`config.mk`:
```
export PLATFORM = sky130hd
export DESIGN_NAME = bin2bcd_seq
export DESIGN_NICKNAME = d
export VERILOG_FILES = /design/src/rtl/bin2bcd_pkg.sv /design/src/rtl/bcd_add3.sv /design/src/rtl/bin2bcd_seq.sv
export SDC_FILE = /design/constraint.sdc
export NUM_CORES = 1
export LEC_CHECK = 0
export ABC_AREA = 1
export CORE_ASPECT_RATIO = 0.5
export CORE_MARGIN = 8
export CORE_UTILIZATION = 40
export CTS_CLUSTER_SIZE = 16
export DETAILED_ROUTE_END_ITERATION = 10
export SLEW_MARGIN = 0
export SYNTH_ARGS = -nofsm -noshare
export SYNTH_HDL_FRONTEND = slang
export SYNTH_SLANG_ARGS = --single-unit
export TNS_END_PERCENT = 5
```
`constraint.sdc`:
```
create_clock -name iCLK_50 -period 2.2 [get_ports iCLK_50]
set_input_delay 0.22 -clock iCLK_50 [delete_from_list [all_inputs] [get_ports iCLK_50]]
set_output_delay 0.22 -clock iCLK_50 [all_outputs]
set_load 0.01 [all_outputs]
```
`src/rtl/bin2bcd_pkg.sv`:
```
// Shared types and constants for the sequential binary-to-BCD converter.
package bin2bcd_pkg;

  typedef enum logic [1:0] {IDLE, SHIFT, DONE} state_t;

  localparam logic [3:0] BCD_NINE = 4'h9;

  // Decimal digits needed to hold any bin_w-bit value: ceil(bin_w * log10(2)).
  function automatic int min_digits(input int bin_w);
    return (bin_w * 30103 + 99999) / 100000;
  endfunction

endpackage

```
`src/rtl/bcd_add3.sv`:
```
// Double-dabble digit cell: add 3 to a BCD digit that is 5 or more.
module bcd_add3 (
  input  logic [3:0] d,
  output logic [3:0] q
);

  assign q = (d >= 4'd5) ? d + 4'd3 : d;

endmodule

```
`src/rtl/bin2bcd_seq.sv`:
```
// Iterative double-dabble converter with periodic refresh and start/busy/valid
// handshake; saturates to all nines when the value exceeds DIGITS digits.
module bin2bcd_seq
  import bin2bcd_pkg::*;
#(
  parameter int BIN_W    = 8,
  parameter int DIGITS   = 3,
  parameter int HOLD_CNT = 14000000
) (
  input  logic                  iCLK_50,
  input  logic                  iRST_n,
  input  logic [BIN_W-1:0]      iBIN,
  input  logic                  iSTART,
  input  logic                  iAUTO,
  output logic [4*DIGITS-1:0]   oBCD,
  output logic                  oOVF,
  output logic                  oVALID,
  output logic                  oBUSY
);

  localparam int BCD_W  = 4 * DIGITS;
  localparam int CNT_W  = $clog2(BIN_W + 1);
  localparam int HOLD_W = (HOLD_CNT > 1) ? $clog2(HOLD_CNT) : 1;
  // When DIGITS covers the full input range the sticky bit folds away.
  localparam bit OVF_POSSIBLE = DIGITS < min_digits(BIN_W);

  localparam logic [CNT_W-1:0] CNT_ONE  = CNT_W'(1);
  localparam logic [CNT_W-1:0] CNT_LOAD = CNT_W'(BIN_W);

  if (DIGITS < 1 || BIN_W < 1) begin : g_bad_cfg
    $error("bin2bcd_seq: BIN_W and DIGITS must both be at least 1");
  end

  // ---------------------------------------------------------------- hold timer
  logic tick;

  if (HOLD_CNT == 0) begin : g_no_hold
    assign tick = 1'b0;
  end else begin : g_hold
    localparam logic [HOLD_W-1:0] HOLD_MAX = HOLD_W'(HOLD_CNT - 1);
    localparam logic [HOLD_W-1:0] HOLD_ONE = HOLD_W'(1);
    logic [HOLD_W-1:0] hold_cnt;

    always_ff @(posedge iCLK_50 or negedge iRST_n) begin
      if (!iRST_n)                hold_cnt <= '0;
      else if (hold_cnt == HOLD_MAX) hold_cnt <= '0;
      else                        hold_cnt <= hold_cnt + HOLD_ONE;
    end

    assign tick = iAUTO && (hold_cnt == HOLD_MAX);
  end

  // ------------------------------------------------------------------ datapath
  state_t            state;
  logic [BIN_W-1:0]  bin_sr;
  logic [BCD_W-1:0]  acc;
  logic [BCD_W-1:0]  adj;
  logic [BCD_W:0]    acc_sh;
  logic [CNT_W-1:0]  bit_cnt;
  logic              sticky;
  logic              sticky_nxt;
  logic              pending;
  logic              new_req;
  logic              request;

  for (genvar g = 0; g < DIGITS; g++) begin : g_digit
    bcd_add3 u_add3 (
      .d (acc[4*g +: 4]),
      .q (adj[4*g +: 4])
    );
  end

  // Adjusted digits shift left one; bit BCD_W is the carry out of the top digit.
  assign acc_sh     = {adj, bin_sr[BIN_W-1]};
  assign sticky_nxt = sticky | (OVF_POSSIBLE & acc_sh[BCD_W]);

  assign new_req = iSTART | tick;
  assign request = new_req | pending;

  // ----------------------------------------------------------------------- fsm
  always_ff @(posedge iCLK_50 or negedge iRST_n) begin
    if (!iRST_n) begin
      state   <= IDLE;
      bin_sr  <= '0;
      acc     <= '0;
      bit_cnt <= '0;
      sticky  <= 1'b0;
      pending <= 1'b0;
      oBCD    <= '0;
      oOVF    <= 1'b0;
      oVALID  <= 1'b0;
      oBUSY   <= 1'b0;
    end else begin
      oVALID <= 1'b0;
      case (state)
        IDLE: begin
          if (request) begin
            bin_sr  <= iBIN;
            acc     <= '0;
            sticky  <= 1'b0;
            bit_cnt <= CNT_LOAD;
            pending <= 1'b0;
            oBUSY   <= 1'b1;
            state   <= SHIFT;
          end
        end

        SHIFT: begin
          if (new_req) pending <= 1'b1;
          bin_sr  <= bin_sr << 1;
          acc     <= acc_sh[BCD_W-1:0];
          sticky  <= sticky_nxt;
          bit_cnt <= bit_cnt - CNT_ONE;
          // Result is loaded from the final shift so it is visible during DONE.
          if (bit_cnt == CNT_ONE) begin
            state  <= DONE;
            oVALID <= 1'b1;
            oBUSY  <= 1'b0;
            if (sticky_nxt) begin
              oBCD <= {DIGITS{BCD_NINE}};
              oOVF <= 1'b1;
            end else begin
              oBCD <= acc_sh[BCD_W-1:0];
              oOVF <= 1'b0;
            end
          end
        end

        DONE: begin
          if (new_req) pending <= 1'b1;
          state <= IDLE;
        end

        default: state <= IDLE;
      endcase
    end
  end

endmodule

```
==> impl_metrics.csv <==
group,metric,value,unit
floorplan,num_io_pins,27,
finish,final_util,0.483,
power,power_leakage,2.15,nW
critical_path,critPathLaunchType,"register",
clock_tree,holdBufCountCts,1,
floorplan,fp.dieW,148,um
floorplan,initial_core_util,0.406,
yosys,synthTopCellsByCount,"nand2_1 (167), dfrtp_1 (65), inv_1 (51), nor2_1 (39), nand3_1 (34)",
yosys,yosysSeqAreaShare,0.464,
status,status,"completed",
clock_tree,clk_pin_slew,50,ps
finish,layout-drive-gt1-share,0.0629,
sta,rsz0062_at_grt,"false",
power,power.density,960,mW/mm2
run,cap_viol_max_count,0,
critical_path,crit_type,"reg -> reg",
power,vdd_drop_max,0.000429,V
yosys,synth-async-reset-ratio,1.00,
critical_path,r2r-end,"bin_sr[3]",
sta,finClkSkew,6.69,ps
route,viasPerCell,4.60,
sta,fin_hold_ws,433,ps
route,drcViolationCount,0,
grt,grt_remaining_overflow,0,
clock_tree,cts_tree,"yes",
placed_design,pre_cts_ws,333,ps
route,wl,7350,um
finish,area_growth,18.8,%
clock_tree,postCtsSetupBuffers,0,
yosys,syn_area,0.00350,mm2
clock_tree,post_cts_resized,0,
sta,tns,0,ps
critical_path,r2r_setup_slack,320,ps
min_path,hold_path_class,"in -> async",
clock_tree,htree_num_levels,3,
floorplan,fp.coreArea,0.00862,mm2
placed_design,port_buffers,25,
route,num_vias,2809,
sta,layout_setup_ws,315,ps
power,finalPower,3.99,mW
sta,finalHoldViolCount,0,
sta,timing.fmax,531,MHz
yosys,netlist-cell-type-count,26,
placed_design,dp_hpwl,5070,um
floorplan,rows,24,
critical_path,crit_fanout,24,
critical_path,rr_startpoint,"g_hold.hold_cnt[1]",
critical_path,ff2ff_path_depth,10,
clock_tree,insertion_delay,330,ps
route,drtIter0Drc,211,
sta,slew_viol_final,0,
yosys,synth_edf_count,0,
placed_design,gp_congestion,0.905,
yosys,synth_top_area_share,0.464,
critical_path,arrival,2150,ps
yosys,yosys.area.top_type,"dfrtp_1",
yosys,synth_nets,479,
yosys,postSynthAreaPerCell,7.68,um2
clock_tree,cts_buffer_depth,2,
sta,setup_viol,0,
yosys,synth_ff_type,"dfrtp_1",
route,antenna_left,0,
floorplan,die_h,82.2,um
clock_tree,numCtsBuffers,9,
grt,grt_pass1_wl,12700,um
clock_tree,cts.sinks,65,
placed_design,place_area,0.00387,mm2
yosys,synthCells,456,
clock_tree,cts_root_buffer,"clkbuf_16",
route,dr.pass1.iters,4,
yosys,ys_top_cells_by_area,"dfrtp_1 (46%), nand2_1 (18%), inv_1 (5.5%), nand3_1 (4.9%), xor2_1 (4.3%)",
finish,final_cell_area,0.00416,mm2
grt,grt_pass1_vias,2780,
grt,grt_max_degree,66,
yosys,yosysMostFrequentCell,"nand2_1",
sta,finalCritPeriodShare,0.857,
placed_design,post-place-cells,593,
sta,period_needed,1880,ps
route,wire_per_inst,12.1,um
grt,antenna_found_initial,0,
critical_path,worstSetupEndpointType,"register",
finish,stdcell_count,610,
grt,track_usage,0.132,
floorplan,dieArea,0.0122,mm2
yosys,yosysWarningCount,0,
finish,num-nets-final,511,
yosys,ys_seq_elements,65,
finish,num_antenna_cells,0,
finish,fillers,862,
critical_path,worst-endpoint-required,2460,ps
[how the worst max path moves through the flow]
stage / end / slack (ps) / startpoint / depth (start not counted)
2_1_floorplan: acc[4] / 560 / g_hold.hold_cnt[0] / 11
4_1_cts: acc[0] / 300 / g_hold.hold_cnt[1] / 10
5_1_grt: bit_cnt[3] / 140 / g_hold.hold_cnt[0] / 10
6_report: bin_sr[3] / 320 / g_hold.hold_cnt[1] / 10
3_5_place_dp: bit_cnt[3] / 330 / g_hold.hold_cnt[1] / 10
3_3_place_gp: acc[9] / 390 / g_hold.hold_cnt[0] / 10
[sequential cells by signal (all words and copies together), names as in the netlist]
name / flops
oBCD: 12
oBUSY: 1
bin_sr: 8
g_hold.hold_cnt: 24
bit_cnt: 4
acc: 12
oVALID: 1
pending: 1
state: 2
[critical path, stage by stage, from the launching register on]
cell	delay, ps
dfrtp_1	370
ha_1	300
nand3_2	150
clkinv_2	110
nand2_2	70
nor2_4	150
nand3_4	100
nand3_4	100
buf_4	280
nand3_1	100
nand2_1	90
[metal layers]
layer  GRT usage  vias to the layer above  wire [um]
met1       0.157                     1289       3510
li1            -                     1478          -
met5           0                        -          0
met3      0.0408                        8        236
met2       0.225                       34       3500
met4      0.0525                        0        105
[logic make-up (layout without fill, tap and decap cells)]
kind of cell | Yosys count | count (layout) | share of synthesized area
other | 1 | 1 | 0.00107
DFF | 65 | 65 | 0.464
xor gates and xnor gates | 20 | 20 | 0.0500
and+or+nand+nor | 265 | 265 | 0.324
buffers and inverters | 65 | 102 | 0.0800
AOI/OAI and AO/OA | 29 | 29 | 0.0414
adders and majority gates | 11 | 11 | 0.0393
[power breakdown]
part	internal (mW)	leakage (nW)	switching, mW
clock	0.818	0.139	0.489
sequential	1.39	0.866	0.130
combinational	0.417	1.14	0.749
total	2.62	2.15	1.37
[cell usage in the layout (no fill, tap or decap)]
cell | netlist | final
nor3_1 | 7 | 7
conb_1 | 1 | 1
clkbuf_8 | 0 | 2
nand2_1 | 167 | 167
dfrtp_1 | 65 | 65
xor2_1 | 17 | 17
o21ai_0 | 12 | 12
nand3b_1 | 2 | 2
nand4_1 | 9 | 9
buf_4 | 1 | 5
nand3_2 | 1 | 1
clkinv_2 | 1 | 4
clkbuf_1 | 5 | 2
nand3_1 | 34 | 34
ha_1 | 11 | 11
nor2_4 | 1 | 1
buf_2 | 1 | 1
clkbuf_16 | 0 | 9
nand2_2 | 1 | 1
xnor2_1 | 3 | 3
inv_2 | 2 | 2
buf_12 | 0 | 1
nand2_4 | 1 | 1
nor3_2 | 1 | 1
a21oi_1 | 17 | 17
nand3_4 | 2 | 2
inv_1 | 51 | 51
dlygate4sd3_1 | 0 | 1
clkdlybuf4s50_1 | 0 | 24
nor2_1 | 39 | 39
[layout make-up]
| class | count | area (um2) | share of cell area |
|---|---|---|---|
| inverters | 54 | 204 | 0.0490 |
| clock inverters | 3 | 15.0 | 0.00361 |
| well taps | 117 | 146 | 0.0352 |
| flip-flops and latches | 65 | 1630 | 0.391 |
| repair buffers | 32 | 313 | 0.0752 |
| clock buffers | 13 | 260 | 0.0626 |
| multi-input cells | 326 | 1600 | 0.383 |
(Power assumes the default switching activity.)
